<file path="src/rtl/mux8_arb_pkg.sv">
// Shared constants for the 8-way round-robin selector: state encoding and sizes.
package mux8_arb_pkg;

  localparam int N_REQ = 8;
  localparam int SEL_W = 3;

  localparam logic ST_IDLE  = 1'b0;
  localparam logic ST_GRANT = 1'b1;

  function automatic logic [N_REQ-1:0] idx2onehot(input logic [SEL_W-1:0] i);
    return N_REQ'(1) << i;
  endfunction

endpackage

</file>
<file path="src/rtl/mux8_rr_arbiter_rr_pick8.sv">
// Combinational round-robin picker: the first set request found when scanning
// from ptr upward, with wrap from 7 to 0.
module rr_pick8
  import mux8_arb_pkg::*;
(
  input  logic [N_REQ-1:0] req,
  input  logic [SEL_W-1:0] ptr,
  output logic             any,
  output logic [SEL_W-1:0] idx,
  output logic [N_REQ-1:0] onehot
);

  logic [N_REQ-1:0] rot;
  logic [SEL_W-1:0] off;

  // Rotate so that position ptr lands on bit 0.
  always_comb begin
    rot = '0;
    for (int i = 0; i < N_REQ; i++) begin
      rot[i] = req[SEL_W'(i) + ptr];
    end
  end

  always_comb begin
    off = '0;
    for (int i = N_REQ - 1; i >= 0; i--) begin
      if (rot[i]) off = SEL_W'(i);
    end
  end

  // Rotate the winner back into absolute numbering (the 3-bit add wraps).
  assign any    = |req;
  assign idx    = off + ptr;
  assign onehot = idx2onehot(idx);

endmodule

</file>
<file path="src/rtl/mux8_rr_arbiter.sv">
// Round-robin owner of one 8:1 data selector: registered one-hot grant and select.
// Optional build macro RR_BURST_LIMIT_EN caps an owner's tenure at MAX_BURST cycles.
module mux8_rr_arbiter
  import mux8_arb_pkg::*;
#(
  parameter int W         = 1,
  parameter int MAX_BURST = 4
) (
  input  logic               clk,
  input  logic               rst_n,
  input  logic [N_REQ-1:0]   req,
  input  logic [N_REQ*W-1:0] d,
  output logic [N_REQ-1:0]   gnt,
  output logic [SEL_W-1:0]   sel,
  output logic               valid,
  output logic [W-1:0]       f
);

  if (MAX_BURST < 1) begin : g_bad_burst
    $error("MAX_BURST must be at least 1");
  end

  logic             state_q, state_d;
  logic [SEL_W-1:0] ptr_q, ptr_d;
  logic [N_REQ-1:0] gnt_d;
  logic [SEL_W-1:0] sel_d;
  logic             valid_d;
  logic             take;
  logic             burst_exp;

  logic [N_REQ-1:0] cand;
  logic             pick_any;
  logic [SEL_W-1:0] pick_idx;
  logic [N_REQ-1:0] pick_oh;

  // While granted, the owner never competes with itself; ptr already sits at sel+1.
  assign cand = (state_q == ST_GRANT) ? (req & ~gnt) : req;

  rr_pick8 u_pick (
    .req    (cand),
    .ptr    (ptr_q),
    .any    (pick_any),
    .idx    (pick_idx),
    .onehot (pick_oh)
  );

`ifdef RR_BURST_LIMIT_EN
  localparam int             BW   = $clog2(MAX_BURST + 1);
  localparam logic [BW-1:0]  MAXB = BW'(MAX_BURST);

  logic [BW-1:0] burst_q;

  assign burst_exp = (burst_q == MAXB);

  always_ff @(posedge clk or negedge rst_n) begin
    if (!rst_n) begin
      burst_q <= '0;
    end else if (take) begin
      burst_q <= BW'(1);
    end else if (state_d == ST_IDLE) begin
      burst_q <= '0;
    end else if (burst_q != MAXB) begin
      burst_q <= burst_q + BW'(1);
    end
  end
`else
  assign burst_exp = 1'b0;
`endif

  // State register, including all registered outputs.
  always_ff @(posedge clk or negedge rst_n) begin
    if (!rst_n) begin
      state_q <= ST_IDLE;
      ptr_q   <= '0;
      gnt     <= '0;
      sel     <= '0;
      valid   <= 1'b0;
    end else begin
      state_q <= state_d;
      ptr_q   <= ptr_d;
      gnt     <= gnt_d;
      sel     <= sel_d;
      valid   <= valid_d;
    end
  end

  // Next state: release or an expired burst re-arbitrates at the same edge.
  always_comb begin
    state_d = state_q;
    take    = 1'b0;
    case (state_q)
      ST_IDLE: begin
        if (pick_any) begin
          state_d = ST_GRANT;
          take    = 1'b1;
        end
      end
      default: begin
        if (!req[sel] || burst_exp) begin
          if (pick_any) begin
            take = 1'b1;
          end else if (!req[sel]) begin
            state_d = ST_IDLE;
          end
        end
      end
    endcase
  end

  always_comb begin
    gnt_d   = gnt;
    sel_d   = sel;
    valid_d = valid;
    ptr_d   = ptr_q;
    if (take) begin
      gnt_d   = pick_oh;
      sel_d   = pick_idx;
      valid_d = 1'b1;
      ptr_d   = pick_idx + SEL_W'(1);
    end else if (state_d == ST_IDLE) begin
      gnt_d   = '0;
      sel_d   = '0;
      valid_d = 1'b0;
    end
  end

  always_comb begin
    f = '0;
    if (valid) f = d[sel*W +: W];
  end

endmodule

</file>
<file path="config.mk">
export PLATFORM = sky130hd
export DESIGN_NAME = mux8_rr_arbiter
export DESIGN_NICKNAME = d
export VERILOG_FILES = /design/src/rtl/mux8_arb_pkg.sv /design/src/rtl/mux8_rr_arbiter_rr_pick8.sv /design/src/rtl/mux8_rr_arbiter.sv
export SDC_FILE = /design/constraint.sdc
export NUM_CORES = 1
export LEC_CHECK = 0
export ABC_AREA = 0
export CAP_MARGIN = 20
export CORE_MARGIN = 5
export CORE_UTILIZATION = 45
export CTS_CLUSTER_SIZE = 30
export DETAILED_ROUTE_END_ITERATION = 7
export PLACE_DENSITY_LB_ADDON = 0.2
export SLEW_MARGIN = 20
export SYNTH_ARGS = -nofsm -noshare
export SYNTH_HDL_FRONTEND = slang
export SYNTH_HIERARCHICAL = 1
export SYNTH_SLANG_ARGS = --single-unit
export TNS_END_PERCENT = 30
</file>
<file path="constraint.sdc">
create_clock -name clk -period 5 [get_ports clk]
set_clock_uncertainty 0.15 [all_clocks]
set_input_delay 1 -clock clk [delete_from_list [all_inputs] [get_ports clk]]
set_output_delay 1 -clock clk [all_outputs]
set_load 0.01 [all_outputs]
</file>
[Word-level counts from Yosys, hierarchy flattened]
Index checks and enable logic that the tools add are counted.
Word-level totals
  register bits: 16
  input port bits: 18
  output and inout port bits: 13
  logic and storage cells: 68
Cells by class
  add/subtract/negate cells: 9
  order comparisons: 9
  eq/ne operators: 1
  shifts and indexed selects: 2
  muxes and demuxes: 39
  bitwise operators: 2
  reductions and logical operators: 1
Operators with widths (count)
  3-bit by 4-bit less-than comparator with 1-bit output (second input constant): 9
  3-bit 2-to-1 mux: 10
  1-bit binary-select mux with 3-bit select: 9
  8-bit 2-to-1 mux: 3
  1-bit 2-to-1 mux: 17
  3-bit adder (first input constant): 4
  8-bit AND: 1
  8-bit inverter: 1
  8-bit OR reduction: 1
  8-bit by 4-bit indexed part select with 1-bit output: 1
  1-bit by 3-bit << shifter with 8-bit output (first input constant): 1
  2-bit by 3-bit adder with 3-bit output (first input constant): 2
  1-bit by 3-bit adder with 3-bit output (first input constant): 1
  3-bit by 1-bit adder with 3-bit output (second input constant): 1
  3-bit adder: 1
  2-bit by 1-bit != test with 1-bit output (second input constant): 1

[Depth between registers and ports, before layout]
Gate-level depths: netlist of run 1.
  depth in word-level cells: 16
  mapped depth: 18
  gate-level depth less buffers: 16

[Cells and area by module]
The synthesis of run 1 kept the hierarchy.
Modules (own cells, without submodules)
  mux8_rr_arbiter: instances 1, cells an instance 91, area an instance 987.2 um^2, sequential area each 400.4 um^2
  rr_pick8: instances 1, cells an instance 95, area an instance 855.8 um^2, sequential area each 0.0 um^2

[Worst setup path before layout of run 1]
Ideal clock, no wire load.
  kind: input to register
  start: in req[2]
  end: reg sel[2]
  setup time: 122 ps
  data arrival time: 3929 ps
  data required time: 4728 ps
  slack: 800 ps
  stages on the path: 14
  path buffers: 0
  cell sequence: a21boi_0 -> nor2_1 -> mux4_2 -> o31a_1 -> a2bb2oi_1 -> nor3_1 -> a211oi_1 -> ha_1 -> inv_1 -> fa_1 -> xor2_1 -> xnor2_1 -> a22o_1 -> a32o_1
Between the ends
  word-level cells in the longest chain between the ends: 14
  elaborated cells between the ends (all ways): 37
  those cells by class: add/sub (1); eq/ne (1); mux (33); bitwise (1); reduce/logical (1)
Ends and longest elaborated chain
  start: declaration: line mux8_rr_arbiter.sv:11  | input logic [N_REQ-1:0] req,
  8-bit AND: line mux8_rr_arbiter.sv:37  | assign cand = (state_q == ST_GRANT) ? (req & ~gnt) : req;
  8-bit 2-to-1 mux *: line mux8_rr_arbiter.sv:37
  1-bit binary-select mux with 3-bit select: line mux8_rr_arbiter_rr_pick8.sv:20  | rot[i] = req[SEL_W'(i) + ptr];
  1-bit 2-to-1 mux (implied by the code): line mux8_rr_arbiter_rr_pick8.sv:20
  3-bit 2-to-1 mux (7 in series): line mux8_rr_arbiter_rr_pick8.sv:27  | if (rot[i]) off = SEL_W'(i);
  3-bit 2-to-1 mux *: line mux8_rr_arbiter_rr_pick8.sv:27
  3-bit adder *: line mux8_rr_arbiter_rr_pick8.sv:33  | assign idx = off + ptr;
  named net pick_idx[2]: line mux8_rr_arbiter.sv:33  | logic [SEL_W-1:0] pick_idx;
  3-bit 2-to-1 mux *: line mux8_rr_arbiter.sv:115  | if (take) begin
  end signal: assignment: line mux8_rr_arbiter.sv:82  | sel <= sel_d;
  end: declaration: line mux8_rr_arbiter.sv:14  | output logic [SEL_W-1:0] sel,
The timed path passes the listed nets; every way through them passes the cells marked *. The select of a mux whose other input is x is not followed.
A chain may end at the register's enable or synchronous reset.

[Worst setup path after layout of run 1]
  start: in req[0]
  end: reg gnt[7]
Between the ends
  word-level cells in the longest chain between the ends: 15
  elaborated cells between the ends (all ways): 38
  those cells by class: add/sub (1); eq/ne (1); shift (1); mux (33); bitwise (1); reduce/logical (1)
Ends and longest elaborated chain
  8-bit AND: line mux8_rr_arbiter.sv:37
  8-bit 2-to-1 mux *: line mux8_rr_arbiter.sv:37
  named net cand[0]: line mux8_rr_arbiter.sv:31  | logic [N_REQ-1:0] cand;
  1-bit binary-select mux with 3-bit select: line mux8_rr_arbiter_rr_pick8.sv:20
  1-bit 2-to-1 mux (implied by the code): line mux8_rr_arbiter_rr_pick8.sv:20
  3-bit 2-to-1 mux (7 in series): line mux8_rr_arbiter_rr_pick8.sv:27
  3-bit 2-to-1 mux *: line mux8_rr_arbiter_rr_pick8.sv:27
  3-bit adder *: line mux8_rr_arbiter_rr_pick8.sv:33
  1-bit by 3-bit << shifter with 8-bit output *: line mux8_arb_pkg.sv:11  | return N_REQ'(1) << i;
  named net pick_oh[7]: line mux8_rr_arbiter.sv:34  | logic [N_REQ-1:0] pick_oh;
  8-bit 2-to-1 mux *: line mux8_rr_arbiter.sv:115
  end signal: assignment: line mux8_rr_arbiter.sv:81  | gnt <= gnt_d;
  end: declaration: line mux8_rr_arbiter.sv:13  | output logic [N_REQ-1:0] gnt,
Marked as above.

==> results.tsv, run 1 <==
metric	value	unit
setup_tns	0	ns
io_buffers	30	
std_cell_rows	23	
syn_nets	209	
dpl.hpwl	3550	um
cpPeakStageDelay	0.49	ns
critPathBufInv	2	
clock-root-buffer	clkbuf_8	
fp.dieArea	0.00548	mm2
use_met2	30.0	%
vias_per_cell	5.89	
routed_wl	4430	um
globalplace.congestion	0.950	
drtIter0Drc	105	
die_h	74.0	um
synthCells	186	
ys_ff_latch	16	
worst_pin_slew	0.735	ns
syn_to_final_growth	21.2	%
initial_core_util	46.4	%
post_cts_buffers	0	
grt_use_met3	3.24	%
layout_setup_ws	0.373	ns
required	5.02	ns
min_period	4.63	ns
clk_pin_slew_worst_paths	0.07	ns
period_share	92.5	%
fill_cells	339	
top_usage_layer	met2	
use_met1	24.1	%
crit_fanout	5	
cp_top_family	compound AO/OA/AOI/OAI gates	
tritoncts	built	
fin_nets	239	
htree_levels	1	
drc	0	
grt_max_degree	21	
antenna_cells	0	
hp-class	flop to flop	
track_usage	18.1	%
clock_sinks	16	
synth_flop_cell	dfrtp_1	
grt_pass1_wl	7730	um
final_cell_mix	clkdlybuf4s50_1, mux2i_1, nand2_1, dfrtp_1	
end_kind	flop	
die_x	74.0	um
io_pins	31	
post_drt_wl_per_cell	16.7	um
final_common_cell	clkdlybuf4s50_1	
clock_latency	0.25	ns
regArea	400	um2
cts_buffer_depth	2	
drv_slew	0	
rsz0062_at_grt	no	
hold_buffers	0	
ys_seq_area_share	21.7	%
synth_warnings	6	
place_worst_setup_slack	0.144	ns
core_region_area	0.00397	mm2
worstPathArrival	4.65	ns
async_flop_share	100	%
drive_gt1_share	16.3	%
synth_area	0.00184	mm2
antenna_found_initial	0	
avgSynthCellArea	9.91	um2
ctsResizeCount	0	
ys_types	51	
setup_viol	0	
cp-start-kind	input pin	
synth_edf_count	0	
fmax	0.216	GHz
drv_cap	0	
placed_cell_area	0.00218	mm2
postRouteAntennaNets	0	
first_global_vias	1607	
grt_overflow	0	
vias	1560	
dr.pass1.iters	4	
cp_cell_sequence	clkdlybuf4s50_1, a21boi_0, nor2b_1, mux4_2, o31a_1, a2bb2oi_1, nor3_1, a211oi_1, ha_1, inv_1, fa_1, nor2b_1, nand2_1, mux2i_1, nand2_1, mux2i_1	
critPathKind	input pin to flop	
outcome	complete, no violations	
slew_headroom	50.8	%
multi_input_area	0.00133	mm2
cp_slowest_cell	clkdlybuf4s50_1	
design_area	0.00223	mm2
hold_viol	0	
cts_inserted_buffers	3	
## registers in the layout, summed over array words and instances, names as in the netlist
name and cells:
gnt 8, ptr_q 3, sel 3, state_q 1, valid 1
## per-layer routing
metal | vias up | part of all wire (%)
met5 | - | 0
met4 | 0 | 1.1
met3 | 6 | 5.9
met2 | 57 | 49
met1 | 762 | 44
li1 | 735 | -
## path summary, 6_finish.rpt
path / end / startpoint / cells past startpoint / slack, ns
setup reg to reg: gnt[7]$_DFFE_PN0P_ / ptr_q[0]$_DFFE_PN0P_ / 15 / 0.89
min in group asynchronous: gnt[4]$_DFFE_PN0P_ / rst_n / 1 / 1.03
hold reg to reg: gnt[1]$_DFFE_PN0P_ / gnt[1]$_DFFE_PN0P_ / 2 / 0.39
setup / recovery: gnt[7]$_DFFE_PN0P_ / req[0] / 16 / 0.37
hold / removal: gnt[1]$_DFFE_PN0P_ / gnt[1]$_DFFE_PN0P_ / 2 / 0.39
max in group asynchronous: gnt[0]$_DFFE_PN0P_ / rst_n / 1 / 3.21
## per-stage QoR
| stage | std cells | util [%] | hold WS (ns) |
|---|---|---|---|
| after floorplan | 186 | - | 0.384 |
| after global placement | 261 | 54.9 | 0.374 |
| after detailed placement | 261 | 54.9 | 0.381 |
| after CTS | 265 | 56.2 | 0.391 |
| after global routing | 265 | 56.2 | 0.428 |
| final | 265 | 56.2 | 0.388 |
## final cells by class
| cell class | instances | area share, % |
|---|---|---|
| Multi-Input combinational cell | 146 | 59.3 |
| Inverter | 14 | 2.35 |
| Tap cell | 50 | 2.80 |
| Clock buffer | 4 | 2.46 |
| Sequential cell | 16 | 17.9 |
| Timing Repair Buffer | 35 | 15.1 |
## worst register-to-register path, stage by stage, from the launching register on
cell       delay (ns)
dfrtp_1          0.70
inv_2            0.18
ha_1             0.50
mux4_2           0.34
o31a_1           0.16
a2bb2oi_1        0.15
nor3_1           0.07
a211oi_1         0.21
ha_1             0.19
inv_1            0.05
fa_1             0.41
xnor2_1          0.33
nand2_1          0.13
mux2i_1          0.19
nand2_1          0.08
mux2i_1          0.18
## synth_stat cells, drive strengths merged (3+ instances only)
cell type  instances  area [um2]
a21boi             8        60.1
nor2b              6        37.5
buf                5        46.3
nand2             23        86.3
dfrtp             16         400
mux4              13         293
xnor2              4        35.0
mux2i             27         283
nand2b             6        37.5
ha                 4        50.1
clkbuf             5        18.8
inv               14        52.6
o21ai              3        18.8
nor2              14        62.6
xor2               4        35.0
## logic make-up (layout without fill, tap and decap cells)
logic type	Yosys count	in the layout	share of synthesized area, %
AND/OR/NAND/NOR	62	62	17.4
multiplexers	42	42	32.7
buffers and inverters	24	53	6.38
AO/OA/AOI/OAI	29	29	14.3
XOR/XNOR	8	8	3.80
flip-flops	16	16	21.7
adder cells (fa/ha/maj)	5	5	3.80
Power of run 1 is left out: the tool's default activity adds up to more than one toggle a clock period on the data nets, which glitch-free logic cannot reach.
==> run 2: changes to the inputs <==
==> constraint.sdc (replaced) <==
create_clock -name clk -period 5.37 [get_ports clk]
set_clock_uncertainty 0.15 [all_clocks]
set_input_delay 1.074 -clock clk [delete_from_list [all_inputs] [get_ports clk]]
set_output_delay 1.074 -clock clk [all_outputs]
set_load 0.01 [all_outputs]
==> results.tsv, run 2 (same netlist as run 1, synthesis figures left out) <==
metric	value	unit	change
multi_input_area	0.00133	mm2	unchanged
crit_fanout	6		+1
critPathKind	input pin to flop		
initial_core_util	46.4	%	unchanged
final_common_cell	clkdlybuf4s50_1		
period_share	93.7	%	
fmax	0.199	GHz	
final_cell_mix	clkdlybuf4s50_1, mux2i_1, nand2_1, dfrtp_1		
htree_levels	1		unchanged
io_buffers	30		unchanged
end_kind	flop		
grt_overflow	0		unchanged
regArea	400	um2	unchanged
vias_per_cell	6.10		+3.6%
top_register	gnt		
setup_viol	0		unchanged
rsz0062_at_grt	no		
antenna_cells	0		unchanged
holdPathEnd	gnt[1]$_DFFE_PN0P_		
clk_pin_slew_worst_paths	0.07	ns	about the same
syn_to_final_growth	19.1	%	
setup_tns	0	ns	unchanged
core_region_area	0.00397	mm2	unchanged
dr.pass1.iters	4		unchanged
worstReg2RegStart	state_q$_DFF_PN0_		
vias	1586		+1.7%
globalplace.congestion	0.913		-3.9%
cp_slowest_cell	a21boi_0		
worstPathArrival	5.02	ns	+0.37 ns
hold_viol	0		unchanged
hp-class	flop to flop		
fill_cells	346		+2.1%
cpPeakStageDelay	0.55	ns	+0.06 ns
die_x	74.0	um	unchanged
post_drt_wl_per_cell	18.4	um	+9.9%
postRouteAntennaNets	0		unchanged
slew_headroom	49.3	%	-1.5 points
die_h	74.0	um	unchanged
drtIter0Drc	98		-6.7%
drv_cap	0		unchanged
min_period	5.03	ns	
first_global_vias	1709		+6.3%
drive_gt1_share	14.3	%	-2.0 points
clock-root-buffer	clkbuf_8		
rrSetupSlack	0.97	ns	+0.08 ns
drv_slew	0		unchanged
critPathBufInv	2		unchanged
hold_start	gnt[1]$_DFFE_PN0P_		
worst_pin_slew	0.754	ns	+0.0186 ns
fin_nets	234		-2.1%
reg2regPathDepth	14		-1
top_regs	gnt (8), ptr_q (3), sel (3)		
dpl.hpwl	3710	um	+4.7%
cp-startpoint	req[2]		
required	5.36	ns	+0.34 ns
post_cts_buffers	0		unchanged
antenna_found_initial	0		unchanged
tritoncts	built		
drc	0		unchanged
cts_inserted_buffers	3		unchanged
fp.dieArea	0.00548	mm2	unchanged
cp-start-kind	input pin		
track_usage	18.5	%	+0.42 points
r2r-end	sel[2]$_DFFE_PN0P_		
clock_latency	0.25	ns	about the same
cts_buffer_depth	2		unchanged
hold_depth	2		unchanged
outcome	complete, no violations		
grt_pass1_wl	7950	um	+2.8%
whs	0.393	ns	+0.00517 ns
std_cell_rows	23		unchanged
grt_max_degree	21		unchanged
ctsResizeCount	0		unchanged
io_pins	31		unchanged
clock_sinks	16		unchanged
routed_wl	4780	um	+7.9%
hold_buffers	0		unchanged
cp_cell_sequence	clkdlybuf4s50_1, a21boi_0, nor2_1, mux4_2, o31a_1, a2bb2oi_1, nor3_1, a211oi_1, ha_1, inv_1, fa_1, xor2_1, xnor2_1, a22o_1, a32o_1		
cp_top_family	compound AO/OA/AOI/OAI gates		
largest_reg_flops	8		unchanged
## run 2: per-layer routing
layer	GRT usage, %	vias to the layer above	share of wire (%)
li1	-	731	-
met3	2.70	4	5.0
met4	5.23	0	0.84
met2	32.7	60	51
met5	0	-	0
met1	23.4	791	43
## run 2: per-stage QoR
step	instances	instance area, um2	setup WS [ns]	util (%)
global placement	256	2140	0.396	53.9
detailed placement	256	2140	0.117	53.9
global route	260	2200	0.109	55.3
finish	260	2200	0.338	55.3
CTS	260	2200	0.408	55.3
floorplan	186	1840	1.10	-
## run 2: worst max path at each step
stage,to,cells after the start
3_3_place_gp,sel[2]$_DFFE_PN0P_,15
4_1_cts,sel[2]$_DFFE_PN0P_,15
5_1_grt,gnt[2]$_DFFE_PN0P_,16
6_report,sel[2]$_DFFE_PN0P_,15
3_5_place_dp,sel[2]$_DFFE_PN0P_,15
2_1_floorplan,sel[2]$_DFFE_PN0P_,14
## run 2: final cells by class
class	count	area share [%]
clock buffers	4	2.51
inverters	14	2.39
multi-input cells	146	60.3
flip-flops and latches	16	18.2
well taps	50	2.85
repair buffers	30	13.7
## run 2: worst reg2reg max path, cell delays in order (launching register included)
cell and delay (ns):
dfrtp_1 0.62, a21boi_0 0.38, mux4_2 0.59, nor2_1 0.19, o31a_1 0.17, a2bb2oi_1 0.22, nor3_1 0.10, a211oi_1 0.19
ha_1 0.19, inv_1 0.05, fa_1 0.41, xor2_1 0.36, xnor2_1 0.21, a22o_1 0.26, a32o_1 0.20
Power of run 2 is left out for the same reason.
